<file path="config.mk">
export PLATFORM = sky130hd
export DESIGN_NAME = mac_operand_fifo
export DESIGN_NICKNAME = d
export VERILOG_FILES = /design/src/rtl/mac_operand_fifo.sv
export SDC_FILE = /design/constraint.sdc
export NUM_CORES = 1
export LEC_CHECK = 0
export BUFFER_PORTS_ARGS = -buffer_cell sky130_fd_sc_hd__buf_4
export CAP_MARGIN = 0
export CORE_ASPECT_RATIO = 0.5
export CORE_MARGIN = 4
export CORE_UTILIZATION = 45
export CTS_BUF_LIST = sky130_fd_sc_hd__clkbuf_4 sky130_fd_sc_hd__clkbuf_8 sky130_fd_sc_hd__clkbuf_16
export CTS_CLUSTER_DIAMETER = 200
export DETAILED_ROUTE_END_ITERATION = 12
export HOLD_SLACK_MARGIN = 0.03
export PLACE_DENSITY = 0.67
export RECOVER_POWER = 100
export SYNTH_ARGS = -nofsm -noshare
export SYNTH_HDL_FRONTEND = slang
export SYNTH_SLANG_ARGS = --single-unit
</file>
<file path="constraint.sdc">
create_clock -name clk -period 3.45 [get_ports clk]
set_clock_uncertainty 0.15 [all_clocks]
set_input_delay 0.345 -clock clk [delete_from_list [all_inputs] [get_ports clk]]
set_output_delay 0.345 -clock clk [all_outputs]
set_load 0.01 [all_outputs]
</file>
<file path="src/rtl/mac_operand_fifo.sv">
// Operand staging queue in front of the MAC pipeline. It buffers (a, b) pairs
// in a circular register queue and tags the last pair of each fixed-length burst.
module mac_operand_fifo #(
  parameter int p_nbits = 32,
  parameter int p_depth = 4,
  parameter int p_burst = 5
) (
  input  logic                       clk,
  input  logic                       reset,
  input  logic                       in_val,
  output logic                       in_rdy,
  input  logic [p_nbits-1:0]         in_a,
  input  logic [p_nbits-1:0]         in_b,
  output logic                       out_val,
  input  logic                       out_rdy,
  output logic [p_nbits-1:0]         out_a,
  output logic [p_nbits-1:0]         out_b,
  output logic                       out_last,
  output logic [$clog2(p_depth):0]   count
);

  localparam int ptr_w = $clog2(p_depth);
  localparam int cnt_w = ptr_w + 1;
  localparam int bc_w  = $clog2(p_burst) + 1;

  logic [2*p_nbits-1:0] mem [p_depth];
  logic [ptr_w-1:0]     wr_ptr, rd_ptr;
  logic [bc_w-1:0]      burst_cnt;
  logic                 push, pop;
  logic [2*p_nbits-1:0] head;

  // Handshake status depends on registered occupancy only, so out_rdy never reaches in_rdy.
  assign in_rdy  = (count != cnt_w'(p_depth));
  assign out_val = (count != '0);
  assign push    = in_val && in_rdy;
  assign pop     = out_val && out_rdy;

  assign head     = mem[rd_ptr];
  assign out_a    = out_val ? head[2*p_nbits-1:p_nbits] : '0;
  assign out_b    = out_val ? head[p_nbits-1:0]         : '0;
  assign out_last = out_val && (burst_cnt == bc_w'(p_burst - 1));

  // NOTE: the data array has no reset; stale entries are never visible because
  // out_a/out_b are gated by out_val, and leaving it unreset keeps it plain flops/RAM.
  always_ff @(posedge clk) begin
    if (push) mem[wr_ptr] <= {in_a, in_b};
  end

  // NOTE: sequential state uses non-blocking assignments so every register
  // samples pre-edge values regardless of statement order.
  always_ff @(posedge clk or posedge reset) begin
    if (reset) begin
      wr_ptr    <= '0;
      rd_ptr    <= '0;
      count     <= '0;
      burst_cnt <= '0;
    end else begin
      if (push) wr_ptr <= wr_ptr + ptr_w'(1);
      if (pop)  rd_ptr <= rd_ptr + ptr_w'(1);

      case ({push, pop})
        2'b10:   count <= count + cnt_w'(1);
        2'b01:   count <= count - cnt_w'(1);
        default: count <= count;
      endcase

      if (pop) begin
        if (burst_cnt == bc_w'(p_burst - 1)) burst_cnt <= '0;
        else                                  burst_cnt <= burst_cnt + bc_w'(1);
      end
    end
  end

endmodule

</file>
==> out/metrics.yaml, run 1 <==
sta:
  timing.final.hold_violations: 0
  tns_ns: 0
  slew_violations: 127
  worst_slew_pin_slew_ns: 1.84
  period_share: 0.882
  fmax_mhz: 329
  rsz0062_at_grt: "false"
  period_minus_slack_ns: 3.04
  slew_headroom: -0.225
  setup_viol: 0
die:
  die_area_um2: 25500
  num_io_pins: 138
  rows: 38
  fp.dieH_um: 115
  core_um2: 22100
  die_width_um: 222
  floorplan.initialDensity: 0.467
pwr:
  power_density_nw_per_um2: 864
  peakVddDrop_mv: 0.701
  power_mw: 11.1
  total_leakage_power_nw: 4.34
final_layout:
  finalCoreUtilization: 0.585
  diodes: 0
  multi_input_comb_area_um2: 2160
  seqCellArea_um2: 7970
  fin_nets: 758
  n_fill_cell: 1687
  drive_above_1_share: 0.249
  layout.cells.non_filler: 999
  area_growth_pct: 25.3
yosys:
  synth-edff-count: 256
  synth.most_common_cell: "edfxtp_1"
  synth.largest_area_cell: "edfxtp_1"
  syn_area_um2: 10300
  synth_area_per_cell_um2: 22.1
  ys_ff_latch: 267
  synth_common_cells: "edfxtp_1 (256), and2_1 (64), mux4_2 (64), dfrtp_1 (11), inv_1 (10)"
  synth_top_area_frac: 0.746
  synthArstFlopShare: 0.0412
  ys_top_cells_by_area: "edfxtp_1 (75%), mux4_2 (14%), and2_1 (3.9%)"
  seq_area_frac_synth: 0.773
  synth_ff_type: "edfxtp_1"
  synth_nets: 541
  yosys_warnings: 0
  synth_cells: 465
  ys_types: 30
drt:
  vias: 5084
  drc: 0
  wl_per_cell_um: 19.4
  wirelength_um: 19400
  drtIter0Drc: 303
  viasPerCell: 5.09
  dr.pass1.iters: 4
  drtAntennaViolNets: 0
placed_design:
  dp_hpwl_um: 11900
  gp_congestion: 0.705
  portBuffers: 137
  placed_cells: 890
run:
  drv_cap: 4
outcome:
  violations: "max-capacitance violations, max-slew violations"
  run_status: "finished, violations left"
global_routing:
  grt_pass1_vias: 5605
  antenna_found_initial: 0
  grt_usage: 0.155
  grt_pass1_wl_um: 30800
  grt_max_degree: 67
  gr-total-overflow: 0
hold_path:
  holdCritPathClass: "input pin to register"
  hold_depth: 3
  min_from: "out_rdy"
  min_to: "rd_ptr[0]$_DFFE_PP0P_"
clock_tree:
  cts_tree: "built"
  cts_max_level: 1
  root_buffer: "clkbuf_16"
  cts.sinks: 267
  holdBufCountCts: 66
  cts_buffers: 24
  post-cts-setup-buffers: 0
  insertion_delay_ns: 0.50
  path_clk_slew_ns: 0.06
  clock_path_buffers: 3
  ctsResizeCount: 0
setup_path:
  endpoint_kind: "primary output"
  cp_max_fo: 24
  cp_num_buf_inv: 2
  path_class: "register to primary output"
  crit_path_cell_trace: "clkbuf_2, mux4_2, and2_0, buf_4"
  slowest_delay_ns: 0.76
  cp-start-kind: "register"
  crit_path_top_delay_cell: "dfrtp_4"
  cp.arrival_ns: 2.55
  rrSetupSlack_ns: 0.47
  critical-path-top-delay-family: "flip-flops"
  crit_required_ns: 2.95
  r2r-start: "count[2]$_DFFE_PP0P_"
  worstRegToRegCells: 3
  worstReg2RegEnd: "mem[1][33]$_DFFE_PP_"
-- routing by layer --
metal	global-route usage	wire length, um	share of wire
met1	0.205	8120	0.42
met2	0.278	10200	0.52
met3	0.0260	848	0.044
met4	0.0318	289	0.015
met5	0	0	0
-- cell usage in the layout (no fill, tap or decap), types with 2 or more instances in the layout --
master         synthesis  routed
clkbuf_16              0      25
xor2_1                 3       3
dfrtp_4                0       2
clkbuf_2               0       2
bufinv_16              0       3
and2_1                64      14
buf_12                 0       6
clkbuf_8               0       4
o21ai_0                2       2
mux4_2                64      64
inv_1                 10      10
xnor2_1                3       3
clkbuf_1               8      82
dlygate4sd3_1          0      66
edfxtp_1             256     256
nand2_1                2       2
clkinv_2               0       5
nor2_1                 2       2
and2_0                 0      51
dfrtp_1               11       9
clkinv_1               0       3
ha_1                   7       7
clkbuf_4               0       3
buf_4                  0      56
and3_1                 4       4
-- cell type report --
cell class | instances | share of cell area
flip-flops and latches | 267 | 0.618
repair buffers | 213 | 0.118
clock inverters | 12 | 0.0104
inverters | 10 | 0.00291
clock buffers | 31 | 0.0539
multi-input cells | 166 | 0.168
well taps | 300 | 0.0291
-- worst max-delay path by stage --
stage,startpoint,to,slack [ns],cells past startpoint
after floorplan,count[2]$_DFFE_PP0P_,mem[0][0]$_DFFE_PP_,0.59,2
after global placement,count[0]$_DFFE_PP0P_,out_b[6],1.0,3
after detailed placement,count[0]$_DFFE_PP0P_,out_b[6],0.98,3
after CTS,count[0]$_DFFE_PP0P_,out_b[6],0.43,3
after global routing,rd_ptr[0]$_DFFE_PP0P_,out_b[14],0.18,4
final,rd_ptr[0]$_DFFE_PP0P_,out_b[14],0.41,4
-- state kept, by name, summed over array words and instances (netlist names) --
| register | flops |
|---|---|
| wr_ptr | 2 |
| count | 3 |
| rd_ptr | 2 |
| burst_cnt | 4 |
| mem | 256 |
-- cell families (layout without fill, tap and decap cells) --
group,count (synthesis),count (layout),share of synthesized area
AND/OR/NAND/NOR,79,79,0.0477
flip-flops,267,267,0.773
XOR/XNOR,6,6,0.00510
AO/OA/AOI/OAI,6,6,0.00365
adder cells (fa/ha/maj),8,8,0.0104
multiplexers,67,67,0.143
buffers and inverters,32,266,0.0164
-- report_power, final --
part           internal, mW  switching [mW]
clock                  1.64            1.11
combinational          1.95            1.79
sequential             4.31           0.344
total                  7.90            3.24
-- metrics by stage --
| step | setup slack [ns] | hold slack (ns) | area [um^2] |
|---|---|---|---|
| floorplan | 0.589 | 0.0474 | 10300 |
| global placement | 0.998 | 0.234 | 11800 |
| detailed placement | 0.983 | 0.237 | 11800 |
| CTS | 0.428 | 0.212 | 13200 |
| global route | 0.184 | 0.242 | 12900 |
| finish | 0.408 | 0.235 | 12900 |
-- worst register-to-register path: cells and delay by family, from the launching register on --
kind,cells,cell delay (ns)
buffers and inverters,1,0.33
DFF,1,0.42
and+or+nand+nor,2,1.73
(Power assumes the default switching activity.)
==> inputs of run 2 (changes only) <==
==> constraint.sdc (replaced) <==
create_clock -name clk -period 3.72 [get_ports clk]
set_clock_uncertainty 0.15 [all_clocks]
set_input_delay 0.372 -clock clk [delete_from_list [all_inputs] [get_ports clk]]
set_output_delay 0.372 -clock clk [all_outputs]
set_load 0.01 [all_outputs]
==> out/metrics.yaml, run 2 (synthesis gave the netlist of run 1 again) <==
outcome:
  run_status: "finished, violations left"
  violations: "max-capacitance violations, max-slew violations"
final_layout:
  finalCoreUtilization: 0.582  # -0.00323
  diodes: 0  # unchanged
  top_register: "mem"
  top_regs: "mem (256), burst_cnt (4), count (3)"
  seqCellArea_um2: 7970  # unchanged
  largest_reg_flops: 256  # unchanged
  final_common_cell: "edfxtp_1"
  multi_input_comb_area_um2: 2170  # +0.23%
  area_growth_pct: 24.6
  n_fill_cell: 1700  # +0.77%
  final_cell_mix: "edfxtp_1 (256), clkbuf_1 (82), dlygate4sd3_1 (65), mux4_2 (64), buf_4 (56)"
  drive_above_1_share: 0.246  # -0.00253
  fin_nets: 752  # -0.79%
hold_path:
  holdCritPathClass: "input pin to register"
global_routing:
  grt_pass1_vias: 5561  # -0.79%
  antenna_found_initial: 0  # unchanged
  grt_pass1_wl_um: 30900  # +0.16%
  grt_usage: 0.154  # -0.00121
  grt_max_degree: 67  # unchanged
  gr-total-overflow: 0  # unchanged
placed_design:
  dp_slack_ns: 1.18  # +0.192 ns
  dp_hpwl_um: 10800  # -8.7%
  portBuffers: 137  # unchanged
  gp_congestion: 0.677  # -4.0%
setup_path:
  endpoint_kind: "primary output"
  crit_required_ns: 3.20  # +0.25 ns
  crit_path_cell_trace: "or3_2, and2_0, buf_4"
  cp-start-kind: "register"
  cp.arrival_ns: 2.56  # about the same
  cp_num_buf_inv: 1  # -1
  slowest_delay_ns: 1.00  # +0.24 ns
  critical-path-top-delay-family: "simple AND/OR/NAND/NOR gates"
  path_class: "register to primary output"
  crit_path_top_delay_cell: "or3_2"
  cp_max_fo: 66  # +180%
die:
  num_io_pins: 138  # unchanged
  floorplan.initialDensity: 0.467  # unchanged
  die_area_um2: 25500  # unchanged
  die_width_um: 222  # unchanged
  rows: 38  # unchanged
  fp.dieH_um: 115  # unchanged
  core_um2: 22100  # unchanged
sta:
  whs_ns: 0.179  # -0.0558 ns
  tns_ns: 0  # unchanged
  slew_headroom: -0.206  # +0.0189
  setup_viol: 0  # unchanged
  timing.final.hold_violations: 0  # unchanged
  period_share: 0.828
  fin_ws_ns: 0.639  # +0.232 ns
  rsz0062_at_grt: "false"
  worst_slew_pin_slew_ns: 1.81  # -0.0283 ns
  period_minus_slack_ns: 3.08
  fmax_mhz: 325
  slew_violations: 260  # +100%
pwr:
  total_leakage_power_nw: 4.29  # -1.1%
  peakVddDrop_mv: 0.439  # -37%
  power_mw: 10.4  # -6.9%
  power_density_nw_per_um2: 809  # -6.3%
  power.internal_mw: 7.35  # -7.0%
  p_clk_frac: 0.256  # +0.009
  swShare: 0.292  # +0.00113
  p_switching_mw: 3.03  # -6.5%
  p_comb_frac: 0.329  # -0.007
  pwr-share-seq: 0.416  # -0.002
clock_tree:
  cts.sinks: 267  # unchanged
  clock_path_buffers: 3  # unchanged
  insertion_delay_ns: 0.51  # about the same
  root_buffer: "clkbuf_16"
  cts_buffers: 25  # +4.2%
  cts_tree: "built"
  cts_max_level: 1  # unchanged
  path_clk_slew_ns: 0.07  # about the same
  ctsResizeCount: 0  # unchanged
drt:
  drtAntennaViolNets: 0  # unchanged
  viasPerCell: 5.02  # -1.3%
  wl_met3_um: 618  # -27%
  dr_wl_met2_um: 10000  # -1.7%
  dr.pass1.iters: 4  # unchanged
  drc: 0  # unchanged
  wl_per_cell_um: 19.5  # +0.14%
  wirelength_um: 19400  # -0.37%
  drtIter0Drc: 324  # +6.9%
  met1Wirelength_um: 8460  # +4.2%
  vias: 4991  # -1.8%
  top_layer: "met4"
run:
  drv_cap: 4  # unchanged
==> run 2: cell types whose count changed in the layout (fill, tap and decap cells not counted), sizes merged <==
cell / delta
buf: -4
bufinv: +2
clkbuf: -7
clkinv: +3
clkinvlp: +2
dlygate4sd3: -1
==> run 2: worst paths after layout <==
path                            slack (ns)                  endpoint  cells past startpoint                      from
worst max-delay path                  0.64                 out_b[26]                      3      count[0]$_DFFE_PP0P_
max in group asynchronous             2.74     rd_ptr[0]$_DFFE_PP0P_                      3                     reset
worst min register to register        0.37  burst_cnt[2]$_DFFE_PP0P_                      1  burst_cnt[2]$_DFFE_PP0P_
worst min-delay path                  0.18     wr_ptr[0]$_DFFE_PP0P_                      3                    in_val
worst max register to register        0.94      mem[2][11]$_DFFE_PP_                      2      count[2]$_DFFE_PP0P_
min in group asynchronous             0.31  burst_cnt[2]$_DFFE_PP0P_                      3                     reset
==> run 2: tightest hold or removal path: stages <==
cell and delay (ns):
buf_4 0.10, and2_0 0.23, xnor2_1 0.09
==> run 2: cell type report <==
cell class | instances | share of cell area
Clock buffer | 26 | 0.0493
Clock inverter | 19 | 0.0172
Inverter | 10 | 0.00293
Multi-Input combinational cell | 166 | 0.169
Sequential cell | 267 | 0.621
Tap cell | 300 | 0.0293
Timing Repair Buffer | 206 | 0.111
==> run 2: layer usage <==
layer / vias to the layer above / GRT usage
met1: 2597 / 0.207
met4: 0 / 0.0273
met5: - / 0
met3: 23 / 0.0265
li1: 2296 / -
met2: 75 / 0.273
==> run 2: metrics by stage <==
step	std cells	cell area, um^2
6_report	994	12800
4_1_cts	994	13200
3_3_place_gp	884	11700
3_5_place_dp	884	11700
2_1_floorplan	465	10300
5_1_grt	994	12800
==> run 2: timing repair <==
| item | 4_1_cts | 5_1_grt |
|---|---|---|
| hold buffers | 65 | 0 |
| endpoints found under the hold margin | 267 | 0 |
| setup buffers | 0 | 0 |
==> run 2: power groups by stage <==
stage	clock network (mW)	registers, mW	logic [mW]
after floorplan	0	4.20	2.29
after global placement	0	4.34	3.61
after detailed placement	0	4.38	3.64
after CTS	2.70	4.32	3.70
after global routing	2.85	4.39	3.72
final	2.66	4.31	3.41
